<file path="src/rtl/kb_pkg.sv">
// Shared keyboard types and constants used by the scanner, the event encoder and key consumers.
package kb_pkg;

  localparam int unsigned KEY_W  = 16;
  localparam int unsigned CODE_W = 4;

  localparam logic [KEY_W-1:0] KEY_IDLE = 16'hFFFF;

  typedef logic [CODE_W-1:0] key_code_t;

  // Index of the lowest set bit; zero when the vector is empty.
  function automatic key_code_t lowest_index(input logic [KEY_W-1:0] v);
    key_code_t idx;
    idx = '0;
    for (int i = int'(KEY_W) - 1; i >= 0; i--) begin
      if (v[i]) idx = CODE_W'(i);
    end
    return idx;
  endfunction

endpackage

</file>
<file path="src/rtl/key_fifo.sv">
// Small synchronous FIFO with registered head, empty and full; push and pop may coincide at any occupancy.
module key_fifo #(
  parameter int unsigned WIDTH = 4,
  parameter int unsigned DEPTH = 4
) (
  input  logic             clk,
  input  logic             rst_n,
  input  logic             push,
  input  logic [WIDTH-1:0] wdata,
  input  logic             pop,
  output logic [WIDTH-1:0] rdata,
  output logic             empty,
  output logic             full
);

  localparam int unsigned PTR_W = $clog2(DEPTH);
  localparam int unsigned CNT_W = PTR_W + 1;

  logic [WIDTH-1:0] mem [DEPTH];
  logic [PTR_W-1:0] rd_ptr, wr_ptr, rd_ptr_nxt, wr_ptr_nxt;
  logic [CNT_W-1:0] count, count_nxt;
  logic [WIDTH-1:0] head_nxt;
  logic             do_push, do_pop;

  always_comb begin
    do_pop     = pop & ~empty;
    do_push    = push & (~full | do_pop);
    rd_ptr_nxt = do_pop  ? rd_ptr + PTR_W'(1) : rd_ptr;
    wr_ptr_nxt = do_push ? wr_ptr + PTR_W'(1) : wr_ptr;
    count_nxt  = count;
    case ({do_push, do_pop})
      2'b10:   count_nxt = count + CNT_W'(1);
      2'b01:   count_nxt = count - CNT_W'(1);
      default: count_nxt = count;
    endcase
    // The next head is the incoming word when it lands in the slot about to become the head.
    head_nxt = (do_push && (wr_ptr == rd_ptr_nxt)) ? wdata : mem[rd_ptr_nxt];
  end

  always_ff @(posedge clk or negedge rst_n) begin
    if (!rst_n) begin
      rd_ptr <= '0;
      wr_ptr <= '0;
      count  <= '0;
      rdata  <= '0;
      empty  <= 1'b1;
      full   <= 1'b0;
      for (int i = 0; i < int'(DEPTH); i++) mem[i] <= '0;
    end else begin
      rd_ptr <= rd_ptr_nxt;
      wr_ptr <= wr_ptr_nxt;
      count  <= count_nxt;
      rdata  <= head_nxt;
      empty  <= (count_nxt == '0);
      full   <= (count_nxt == CNT_W'(DEPTH));
      if (do_push) mem[wr_ptr] <= wdata;
    end
  end

endmodule

</file>
<file path="src/rtl/key_event_encoder.sv">
// Debounces the raw active-low key vector, turns new presses into key codes and queues them
// for a valid/ready consumer.
module key_event_encoder
  import kb_pkg::*;
#(
  parameter int unsigned DEBOUNCE_CYCLES = 20000,
  parameter int unsigned FIFO_DEPTH      = 4
) (
  input  logic             clk,
  input  logic             rst_n,
  input  logic [KEY_W-1:0] key,
  input  logic             key_ready,
  input  logic             ovf_clr,
  output key_code_t        key_code,
  output logic             key_valid,
  output logic [KEY_W-1:0] key_stable,
  output logic             any_pressed,
  output logic             overflow
);

  localparam int unsigned      CNT_W   = $clog2(DEBOUNCE_CYCLES);
  localparam logic [CNT_W-1:0] CNT_MAX = CNT_W'(DEBOUNCE_CYCLES - 1);

  logic [KEY_W-1:0] s1, s2;
  logic [KEY_W-1:0] cand, cand_nxt;
  logic [CNT_W-1:0] cnt, cnt_nxt;
  logic [KEY_W-1:0] stable_nxt;
  logic [KEY_W-1:0] pending, pending_nxt;
  logic [KEY_W-1:0] new_press, served;
  logic             overflow_nxt;
  logic             ovf_set;
  logic             fifo_push, fifo_pop;
  logic             fifo_empty, fifo_full;
  key_code_t        push_code;

  // Two-flop synchroniser for the asynchronous scanner vector.
  always_ff @(posedge clk or negedge rst_n) begin
    if (!rst_n) begin
      s1 <= KEY_IDLE;
      s2 <= KEY_IDLE;
    end else begin
      s1 <= key;
      s2 <= s1;
    end
  end

  // Whole-vector debounce, press detection and the one-bit-per-cycle encoder.
  always_comb begin
    cand_nxt   = cand;
    cnt_nxt    = cnt;
    stable_nxt = key_stable;
    if (s2 != cand) begin
      cand_nxt = s2;
      cnt_nxt  = '0;
    end else begin
      if (cnt != CNT_MAX) cnt_nxt = cnt + CNT_W'(1);
      if (cnt == CNT_MAX) stable_nxt = cand;
    end

    new_press = key_stable & ~stable_nxt;
    served    = pending & (~pending + KEY_W'(1));
    push_code = lowest_index(pending);

    fifo_pop  = key_valid & key_ready;
    fifo_push = (|pending) & (~fifo_full | fifo_pop);
    ovf_set   = (|pending) & fifo_full & ~fifo_pop;

    // New presses are OR-ed in last so a re-press of the bit being served is kept.
    pending_nxt  = (pending & ~served) | new_press;
    overflow_nxt = ovf_set | (overflow & ~ovf_clr);
  end

  always_ff @(posedge clk or negedge rst_n) begin
    if (!rst_n) begin
      cand        <= KEY_IDLE;
      cnt         <= '0;
      key_stable  <= KEY_IDLE;
      any_pressed <= 1'b0;
      pending     <= '0;
      overflow    <= 1'b0;
    end else begin
      cand        <= cand_nxt;
      cnt         <= cnt_nxt;
      key_stable  <= stable_nxt;
      any_pressed <= ~&stable_nxt;
      pending     <= pending_nxt;
      overflow    <= overflow_nxt;
    end
  end

  key_fifo #(
    .WIDTH (CODE_W),
    .DEPTH (FIFO_DEPTH)
  ) u_fifo (
    .clk   (clk),
    .rst_n (rst_n),
    .push  (fifo_push),
    .wdata (push_code),
    .pop   (fifo_pop),
    .rdata (key_code),
    .empty (fifo_empty),
    .full  (fifo_full)
  );

  assign key_valid = ~fifo_empty;

endmodule

</file>
<file path="config.mk">
export PLATFORM = sky130hd
export DESIGN_NAME = key_event_encoder
export DESIGN_NICKNAME = d
export VERILOG_FILES = /design/src/rtl/kb_pkg.sv /design/src/rtl/key_fifo.sv /design/src/rtl/key_event_encoder.sv
export SDC_FILE = /design/constraint.sdc
export NUM_CORES = 1
export LEC_CHECK = 0
export BUFFER_PORTS_ARGS = -buffer_cell sky130_fd_sc_hd__buf_4
export CORE_ASPECT_RATIO = 1.1
export CORE_MARGIN = 2
export CORE_UTILIZATION = 58
export CTS_CLUSTER_SIZE = 28
export DETAILED_ROUTE_END_ITERATION = 10
export PLACE_DENSITY = 0.77
export SETUP_SLACK_MARGIN = 0.05
export SYNTH_ARGS = -nofsm -noshare
export SYNTH_HDL_FRONTEND = slang
export SYNTH_HIERARCHICAL = 1
export SYNTH_SLANG_ARGS = --single-unit
</file>
<file path="constraint.sdc">
create_clock -name clk -period 6.6 [get_ports clk]
set_clock_uncertainty 0.1 [all_clocks]
set_input_delay 0 -clock clk [delete_from_list [all_inputs] [get_ports clk]]
set_output_delay 0 -clock clk [all_outputs]
set_load 0.05 [all_outputs]
</file>
==> flow_summary_export.csv <==
group,metric,value,unit
setup_path,path_max_fanout,8,
clock_tree,cts_sinks,126,
sta,rsz0062_at_grt,"no",
drt,vias,3830,
min_path,min_path_cells,2,
pwr,p_per_area,294.1,nW/µm²
drt,ant_nets,0,
grt,grt_first_pass_wirelength,18660,µm
finish,area_growth,20.37,%
synthesis,synth_flop_cell,"dfstp_2",
placed_design,port_buffers,42,
drt,drtIter0Drc,229,
sta,max-slew-margin-rel,0.3624,
min_path,worstHoldStart,"key[14]",
synthesis,synth_seq_cells,126,
clock_tree,cts_tree,"done",
clock_tree,clock_latency,0.52,ns
grt,antenna_found_initial,0,
synthesis,synth-edff-count,0,
pwr,p_leak,2.963,nW
setup_path,rrSetupSlack,3.13,ns
sta,period_share,0.5264,
placed_design,place_ws,3.129,ns
die,dieArea,10460,µm²
die,dieHeight,107.1,µm
sta,worstMarginPinSlew,0.9563,ns
flow_run,max_cap_violations,0,
placed_design,gp_congestion,0.8623,
synthesis,syn_inst,474,
grt,grt_max_degree,79,
pwr,ir_drop,191.1,µV
clock_tree,path_clk_slew,0.06,ns
min_path,hold_class,"in -> reg",
setup_path,crit_required,6.95,ns
drt,first_pass_iters,4,
finish,fin_util,0.7175,
setup_path,r2r_cells,14,
clock_tree,clockBufferDepth,2,
setup_path,rr_endpoint,"u_fifo/full",
clock_tree,numCtsBuffers,17,
finish,layout.nets,555,
min_path,hold_path_end,"s1[14]",
drt,drc,0,
drt,wl,11180,µm
die,initial_core_util,0.5961,
setup_path,critical_path_class,"reg -> reg",
synthesis,syn_area_per_cell,11.82,µm²
pwr,finalPower,1.983,mW
drt,via_per_inst,5.830,
synthesis,synth_area_leaders,"dfstp_2 30%, dfrtp_1 27%, mux2_2 5.0%",
grt,grt_usage,0.2286,
sta,min_period,3.474,ns
setup_path,cp.arrival,3.82,ns
sta,finalSetupViolCount,0,
grt,grt_pass1_vias,3917,
synthesis,synth_top_cell_by_area,"dfstp_2",
setup_path,cp-start-kind,"flip-flop",
die,die_w,97.70,µm
setup_path,endpoint_kind,"flip-flop",
clock_tree,htree_levels,4,
die,io_pins,43,
clock_tree,cts_root_buf,"clkbuf_8",
synthesis,ys_warn_count,6,
synthesis,yosysUniqueCellTypes,53,
sta,worst_slack,3.126,ns
sta,fmax,287.8,MHz
synthesis,ys_seq_area_frac,0.5774,
synthesis,synth_nets,501,
finish,drive_gt1_frac,0.3352,
die,coreArea,9398,µm²
sta,finalSetupTns,0,ns
placed_design,dp.final_hpwl,7287,µm
synthesis,netlist.area_leader.share,0.3049,
setup_path,cp-startpoint,"pending[3]",
sta,hold_viol,0,
setup_path,r2r-start,"pending[3]",
sta,drv_slew,0,
finish,n_antenna_cell,0,
die,rows,37,
synthesis,async_flop_share,1.000,
drt,drt-wirelength-per-cell,17.02,µm
grt,grt_overflow,0,
synthesis,synth.cell_area,5602,µm²
outcome,status,"finished clean",
==> logic make-up after synthesis <==
family | share of synthesized area
AOI/OAI and AO/OA | 0.09627
muxes | 0.08689
DFF | 0.5774
xor gates and xnor gates | 0.05160
and+or+nand+nor | 0.1282
buffers and inverters | 0.04266
adders and majority gates | 0.01698
==> cell usage after synthesis, types with 2 or more instances <==
cell and n:
a22oi_1 5, mux2i_1 7, nor2b_1 2, o31ai_1 2
mux2_4 9, nand3b_1 6, o21ai_0 32, and3_1 6
ha_1 6, nand2b_1 15, a31oi_1 3, a32o_1 6
nand2_1 21, xnor2_1 4, inv_1 24, nor2_1 25
mux2_2 25, clkbuf_1 22, dfrtp_1 61, a211oi_1 3
buf_1 2, or3_1 3, xor2_1 29, o22ai_1 5
a22oi_2 3, o41ai_1 2, dfstp_2 65, nand4_1 16
nand3_1 16, buf_6 3, o21a_1 2, and2_1 2
nor4_1 8, a21oi_1 15
==> worst max path at each step <==
stage | endpoint
after floorplan | u_fifo/full
after global placement | u_fifo/full
after detailed placement | u_fifo/full
after CTS | u_fifo/full
after global routing | u_fifo/full
final | u_fifo/full
==> state kept, by name, indices dropped and copies added (netlist names) <==
signal	count
u_fifo/full	1
u_fifo/rd_ptr	2
any_pressed	1
pending	16
u_fifo/rdata	4
u_fifo/count	3
u_fifo/mem	16
u_fifo/wr_ptr	2
s2	16
cand	16
u_fifo/empty	1
overflow	1
cnt	15
s1	16
key_stable	16
==> metrics by stage <==
step | hold slack (ns) | instances | area, µm²
floorplan | -0.3956 | 474 | 5602
global placement | -0.05883 | 606 | 5929
detailed placement | -0.05492 | 606 | 5929
CTS | 0.004710 | 657 | 6743
global route | 0.01569 | 657 | 6743
finish | 0.02343 | 657 | 6743
==> critical path: stages, from the launching register on <==
cell	delay [ns]
dfrtp_1	0.41
or4_4	0.58
nand4b_1	0.30
nor2_1	0.26
a21oi_1	0.10
a21boi_4	0.19
inv_1	0.10
ha_1	0.18
inv_1	0.07
fa_1	0.41
xor2_1	0.17
nor2_1	0.13
xor2_1	0.23
inv_1	0.06
nor2_1	0.11
==> area by class of cell <==
cell class | instances | area [µm²]
flip-flops and latches | 126 | 3234
repair buffers | 64 | 540.5
fillers | 649 | 2655
clock buffers | 21 | 481.7
inverters | 24 | 90.09
well taps | 117 | 146.4
multi-input cells | 295 | 2128
clock inverters | 10 | 121.4
==> per-layer routing <==
metal	global-route usage	vias up	part of all wire	wire length (µm)
met2	0.3990	112	0.52	5803
met4	0.1141	0	0.030	334
met3	0.05280	33	0.047	529
met1	0.2653	1913	0.40	4516
li1	-	1772	-	-
met5	0	-	0	0
==> power breakdown <==
part	internal, mW	switching (mW)	total [mW]
clock network	0.594	0.336	0.930
logic	0.0752	0.105	0.181
registers	0.822	0.0509	0.872
total	1.49	0.492	1.98
==> what timing repair did <==
item,CTS,global route
hold buffers,20,0
resized for setup,0,0
buffers inserted,0,0
endpoints found under the hold margin,65,0
==> layout by cell type, fill, tap and decap left out, types with 3 or more instances in the layout <==
cell and instances:
a211oi_1 3, a21oi_1 15, a22oi_1 5, a22oi_2 3
a31oi_1 3, a32o_1 6, and3_1 6, buf_4 44
clkbuf_16 18, dfrtp_1 61, dfstp_2 65, dlygate4sd3_1 19
ha_1 6, inv_1 24, inv_4 3, mux2_2 25
mux2_4 9, mux2i_1 7, nand2_1 21, nand2b_1 15
nand3_1 16, nand3b_1 6, nand4_1 16, nor2_1 25
nor4_1 8, o21ai_0 32, o22ai_1 5, or3_1 3
xnor2_1 4, xor2_1 29
Note: power is estimated with default switching activity, not from simulation.
